==> config.mk <==
export PLATFORM = sky130hd
export DESIGN_NAME = signed_serial_rx
export DESIGN_NICKNAME = d
export VERILOG_FILES = /design/src/rtl/signed_serial_pkg.sv /design/src/rtl/signed_serial_rx_sign_ext.sv /design/src/rtl/signed_serial_rx.sv
export SDC_FILE = /design/constraint.sdc
export NUM_CORES = 1
export LEC_CHECK = 0
export ABC_CLOCK_PERIOD_IN_PS = 1900
export BUFFER_PORTS_ARGS = -buffer_cell sky130_fd_sc_hd__buf_4
export CORE_MARGIN = 2
export CORE_UTILIZATION = 30
export DETAILED_ROUTE_END_ITERATION = 10
export MAX_ROUTING_LAYER = met4
export SYNTH_ARGS = -nofsm -noshare
export SYNTH_HDL_FRONTEND = slang
export SYNTH_SLANG_ARGS = --single-unit
==> constraint.sdc <==
create_clock -name clk -period 1.9 [get_ports clk]
set_clock_uncertainty 0.05 [all_clocks]
set_input_delay 0.38 -clock clk [delete_from_list [all_inputs] [get_ports clk]]
set_output_delay 0.38 -clock clk [all_outputs]
set_load 0.01 [all_outputs]
==> src/rtl/signed_serial_pkg.sv <==
// Shared defaults and state encoding for the signed serial link.
// No logic of its own; used by the receiver and its sign-extension helper.
// No flow control here.
package signed_serial_pkg;

    localparam int WIDTH_DEF     = 8;
    localparam int EXT_WIDTH_DEF = 16;

    // Receiver frame state: waiting for a start bit, or collecting bits.
    typedef enum logic {
        IDLE  = 1'b0,
        SHIFT = 1'b1
    } rx_state_e;

    // Bits needed to count 0..value-1 (value >= 2).
    function automatic int clog2(input int value);
        int r;
        r = 0;
        while ((1 << r) < value) begin
            r = r + 1;
        end
        return r;
    endfunction

endpackage

==> src/rtl/signed_serial_rx_sign_ext.sv <==
// Widens a raw word with sign or zero extension depending on its signedness tag.
// Purely combinational, zero latency.
// No backpressure; output follows inputs.
module sign_ext_unit #(
    parameter int WIDTH     = 8,
    parameter int EXT_WIDTH = 16
) (
    input  logic [WIDTH-1:0]     raw,
    input  logic                 is_signed,
    output logic [EXT_WIDTH-1:0] ext
);

    // Replicate the MSB only for signed words; unsigned words get zeros.
    always_comb begin
        ext = {{(EXT_WIDTH - WIDTH){is_signed & raw[WIDTH-1]}}, raw};
    end

endmodule

==> src/rtl/signed_serial_rx.sv <==
// Deserialises LSB-first frames into raw and sign/zero-extended words.
// out_valid rises the cycle after the last bit; next frame shifts while a word is held.
// Single-entry output: a word completing while the register is full and not read is dropped.
module signed_serial_rx
    import signed_serial_pkg::*;
#(
    parameter int WIDTH     = WIDTH_DEF,
    parameter int EXT_WIDTH = EXT_WIDTH_DEF
) (
    input  logic                 clk,
    input  logic                 rst,
    input  logic                 sin_valid,
    input  logic                 sin_bit,
    input  logic                 sin_start,
    input  logic                 sin_signed,
    output logic                 out_valid,
    input  logic                 out_ready,
    output logic [WIDTH-1:0]     out_raw,
    output logic [EXT_WIDTH-1:0] out_ext,
    output logic                 out_is_signed,
    output logic                 out_neg,
    output logic                 frame_err,
    output logic                 overrun_err,
    input  logic                 err_clr
);

    localparam int CW = clog2(WIDTH);
    localparam logic [CW-1:0] LAST_BIT = CW'(WIDTH - 1);

    rx_state_e             state_q, state_d;
    logic [CW-1:0]         cnt_q, cnt_d;
    logic [WIDTH-1:0]      shreg_q, shreg_d;
    logic                  sgn_q, sgn_d;
    logic                  complete;
    logic                  frame_err_set;

    logic                  out_valid_q;
    logic [WIDTH-1:0]      out_raw_q;
    logic [EXT_WIDTH-1:0]  out_ext_q;
    logic                  out_is_signed_q;
    logic                  out_neg_q;
    logic                  frame_err_q;
    logic                  overrun_err_q;

    logic                  load;
    logic                  overrun_set;
    logic [EXT_WIDTH-1:0]  ext_w;

    // Frame FSM: next state, bit counter, shift register and completion strobe.
    always_comb begin
        state_d       = state_q;
        cnt_d         = cnt_q;
        shreg_d       = shreg_q;
        sgn_d         = sgn_q;
        complete      = 1'b0;
        frame_err_set = 1'b0;
        case (state_q)
            IDLE: begin
                if (sin_valid && sin_start) begin
                    shreg_d = {{(WIDTH-1){1'b0}}, sin_bit};
                    sgn_d   = sin_signed;
                    cnt_d   = CW'(1);
                    state_d = SHIFT;
                end
            end
            SHIFT: begin
                if (sin_valid && sin_start) begin
                    // Early start: abandon the partial word and restart at bit 0.
                    frame_err_set = 1'b1;
                    shreg_d       = {{(WIDTH-1){1'b0}}, sin_bit};
                    sgn_d         = sin_signed;
                    cnt_d         = CW'(1);
                end else if (sin_valid) begin
                    shreg_d[cnt_q] = sin_bit;
                    if (cnt_q == LAST_BIT) begin
                        complete = 1'b1;
                        cnt_d    = '0;
                        state_d  = IDLE;
                    end else begin
                        cnt_d = cnt_q + CW'(1);
                    end
                end
            end
            default: state_d = IDLE;
        endcase
    end

    // The register accepts a new word when empty or being drained this cycle.
    assign load        = complete & (~out_valid_q | out_ready);
    assign overrun_set = complete & ~load;

    sign_ext_unit #(
        .WIDTH     (WIDTH),
        .EXT_WIDTH (EXT_WIDTH)
    ) u_sign_ext (
        .raw       (shreg_d),
        .is_signed (sgn_d),
        .ext       (ext_w)
    );

    // Frame state registers; reset drops any partial frame silently.
    always_ff @(posedge clk) begin
        if (rst) begin
            state_q <= IDLE;
            cnt_q   <= '0;
            shreg_q <= '0;
            sgn_q   <= 1'b0;
        end else begin
            state_q <= state_d;
            cnt_q   <= cnt_d;
            shreg_q <= shreg_d;
            sgn_q   <= sgn_d;
        end
    end

    // Output register: load completed word, otherwise hold until handshake clears valid.
    always_ff @(posedge clk) begin
        if (rst) begin
            out_valid_q     <= 1'b0;
            out_raw_q       <= '0;
            out_ext_q       <= '0;
            out_is_signed_q <= 1'b0;
            out_neg_q       <= 1'b0;
        end else if (load) begin
            out_valid_q     <= 1'b1;
            out_raw_q       <= shreg_d;
            out_ext_q       <= ext_w;
            out_is_signed_q <= sgn_d;
            out_neg_q       <= sgn_d & shreg_d[WIDTH-1];
        end else if (out_valid_q && out_ready) begin
            out_valid_q <= 1'b0;
        end
    end

    // Sticky error flags; a fresh error beats a simultaneous clear.
    always_ff @(posedge clk) begin
        if (rst) begin
            frame_err_q   <= 1'b0;
            overrun_err_q <= 1'b0;
        end else begin
            if (frame_err_set) begin
                frame_err_q <= 1'b1;
            end else if (err_clr) begin
                frame_err_q <= 1'b0;
            end
            if (overrun_set) begin
                overrun_err_q <= 1'b1;
            end else if (err_clr) begin
                overrun_err_q <= 1'b0;
            end
        end
    end

    assign out_valid     = out_valid_q;
    assign out_raw       = out_raw_q;
    assign out_ext       = out_ext_q;
    assign out_is_signed = out_is_signed_q;
    assign out_neg       = out_neg_q;
    assign frame_err     = frame_err_q;
    assign overrun_err   = overrun_err_q;

endmodule

==> impl_metrics.yaml <==
run_status:
  status: "complete, no violations"
synthesis:
  seq_area_frac_synth_pct: 41.4
  avgSynthCellArea_um2: 9.60
  ys.flop_type: "dfxtp_1"
  syn-cell-area_um2: 1260
  synth.distinct_cells: 37
  synth_edf_count: 0
  yosys_register_bits: 26
  yosysTopAreaCellShare_pct: 41.4
  synthArstFlopShare_pct: 0
  syn_nets: 141
  yosys-top-cells-area: "dfxtp_1 41%, buf_4 9.6%, mux2i_1 5.6%, nor2_1 5.1%, nand2_1 2.7%"
  synth_largest_area_cell: "dfxtp_1"
  netlist_instances: 131
  ys_warn_count: 0
pwr:
  p_leak_nw: 0.648
  powerDensity_nw_per_um2: 704
  ir_worst_vdd_mv: 0.325
layout:
  filler_cell_count: 401
  multi_input_area_um2: 569
  regArea_um2: 520
  syn_to_final_growth_pct: 23.4
  final_nets: 165
  drive_gt1_share_pct: 37.0
  n_antenna_cell: 0
hold_path:
  hp-start: "sin_signed"
  min_path_cells: 3
  holdPathEnd: "sgn_q$_SDFF_PP0_"
  hold_class: "primary input to register"
sta:
  max_slew_margin_pct: 75.9
  rsz0062_at_grt: "no"
  tightest_slew_ns: 0.352
  setup_viol: 0
  finalCriticalPeriod_ns: 1.69
  fin_tns_setup_ns: 0
  max_freq_mhz: 592
  hold_viol: 0
  fin_crit_sh_pct: 88.9
  slew_viol_final: 0
  layout_setup_ws_ns: 0.210
setup_path:
  r2r_start: "cnt_q[0]$_SDFFE_PP0P_"
  reg2reg_to: "out_ext[8]$_SDFFE_PP0P_"
  worstRegToRegCells: 5
  cp.required_ns: 2.04
  endpoint_kind: "register"
  critPathSlowestCell: "or4_4"
  path_max_fanout: 5
  cpMostUsedCell: "ha_1"
  max_stage_delay_ns: 0.55
  cp_data_arrival_time_ns: 1.83
  worstPathCellList: "ha_1 > ha_1 > nand4b_4 > or4_4 > o32ai_2"
  worst-setup-path-type: "register to register"
  crit_path_start_kind: "register"
  rrSetupSlack_ns: 0.21
placement:
  routabilityCongestion: 0.833
  preCtsSetupSlack_ns: 0.209
  io_buffers: 36
  dp_hpwl_um: 1810
flow_run:
  drv_cap: 0
clock_tree:
  cts-root-buf: "clkbuf_8"
  h-tree-depth: 1
  numCtsBuffers: 3
  cts.sinks: 26
  cts_tree: "done"
  cts_hold_buffers: 0
  clk_pin_slew_ns: 0.09
  clk_latency_ns: 0.28
  cts_buffer_depth: 2
floorplan:
  die_y_um: 68.7
  initial_core_util_pct: 31.2
  chipWidth_um: 68.7
  num_io_pins: 37
  die_area_um2: 4730
  core_area_um2: 4030
  row_count: 23
routing:
  post_drt_wl_per_cell_um: 12.5
  via_count: 978
  drc_errors: 0
  first_pass_iters: 4
  drt_iter0_markers: 37
  wirelength_um: 2550
  detail-route-antenna-nets: 0
  viasPerCell: 4.79
global_route:
  grt_pass1_wl_um: 4100
  grtUsageTotal_pct: 11.8
  grt_max_degree: 23
  antenna_found_initial: 0
  grt_pass1_vias: 931
  grt-ovfl-total: 0
==> flip-flops by register name, indices dropped and copies added, names as in the netlist, 2 cells and up <==
register and count:
shreg_q 8, out_raw 7, cnt_q 3, out_ext 2
==> cell usage after synthesis, drive strengths merged, types with 2 or more instances <==
cell	count
a22oi	2
inv	2
nor3b	5
buf	20
a21o	3
mux2i	7
dfxtp	26
a21oi	7
nor3	3
ha	2
nand2b	3
nand3	3
nor2	18
a211oi	5
o21ai	4
nor4b	2
clkbuf	2
nand2	10
==> stage by stage <==
step                power [mW]  std cells  instance area, um^2  util [%]  hold WS [ns]
finish                    1.09        204                 1550      38.5         0.331
global route              1.13        204                 1550      38.5         0.347
CTS                       1.10        202                 1520      37.8         0.322
detailed placement       0.634        198                 1450      36.1         0.419
global placement         0.633        198                 1450      36.1         0.412
floorplan                0.611        131                 1260         -         0.391
==> area by class of cell <==
cell class	instances	area share (%)
Multi-Input combinational cell	81	36.7
Clock inverter	1	1.94
Tap cell	50	4.03
Timing Repair Buffer	41	20.6
Inverter	2	0.484
Sequential cell	26	33.5
Clock buffer	3	2.66
==> cell usage in the layout, fill, tap and decap left out, types with 2 or more instances in the layout <==
master | synthesis | routed
a21o_1 | 3 | 3
a211oi_2 | 2 | 2
ha_1 | 2 | 2
a21oi_1 | 6 | 6
a211oi_1 | 3 | 3
buf_4 | 16 | 40
clkbuf_8 | 0 | 3
nand2b_1 | 3 | 3
nand2_1 | 9 | 9
a22oi_1 | 2 | 2
mux2i_1 | 7 | 7
nand3_1 | 2 | 2
o21ai_0 | 4 | 4
nor2_1 | 17 | 17
dfxtp_1 | 26 | 26
nor3_1 | 2 | 2
inv_1 | 2 | 2
nor3b_1 | 4 | 4
==> metal layers <==
layer	track usage, %	wire length, um	vias to the layer above
met5	-	0	-
met4	5.64	40	0
met3	1.62	103	4
met2	19.8	1280	28
met1	13.8	1120	459
li1	-	-	487
==> cell families after synthesis <==
| kind of cell | synth area share (%) |
|---|---|
| compound gates | 14.6 |
| fa+ha+maj | 1.99 |
| buf+inv | 13.3 |
| flops | 41.4 |
| mux | 5.57 |
| simple gates | 23.1 |
==> timing repair <==
action / in CTS / in global routing
setup buffers: 0 / 2
setup endpoints to repair: 0 / 2
resized for setup: 0 / 0
==> where the power goes <==
| group | internal [mW] | switching (mW) |
|---|---|---|
| Combinational | 0.0252 | 0.0402 |
| Clock | 0.282 | 0.187 |
| Sequential | 0.551 | 0.00633 |
==> worst max path at each step <==
| stage | slack [ns] | to | startpoint | cells past startpoint |
|---|---|---|---|---|
| 6_report | 0.21 | out_ext[8]$_SDFFE_PP0P_ | cnt_q[0]$_SDFFE_PP0P_ | 5 |
| 4_1_cts | 0.15 | out_raw[0]$_SDFFE_PP0P_ | cnt_q[0]$_SDFFE_PP0P_ | 6 |
| 2_1_floorplan | 0.22 | out_ext[8]$_SDFFE_PP0P_ | cnt_q[1]$_SDFFE_PP0P_ | 5 |
| 5_1_grt | 0.11 | out_ext[8]$_SDFFE_PP0P_ | cnt_q[0]$_SDFFE_PP0P_ | 5 |
| 3_5_place_dp | 0.21 | out_raw[1]$_SDFFE_PP0P_ | cnt_q[0]$_SDFFE_PP0P_ | 6 |
| 3_3_place_gp | 0.24 | out_raw[0]$_SDFFE_PP0P_ | cnt_q[0]$_SDFFE_PP0P_ | 6 |
==> worst max-delay path, delay by kind of cell, from the launching register on <==
kind                     cells  cell delay [ns]
AND/OR/NAND/NOR              2             0.71
adder cells (fa/ha/maj)      2             0.39
flip-flops                   1             0.37
AO/OA/AOI/OAI                1             0.09
Note: power is estimated with default switching activity, not from simulation.
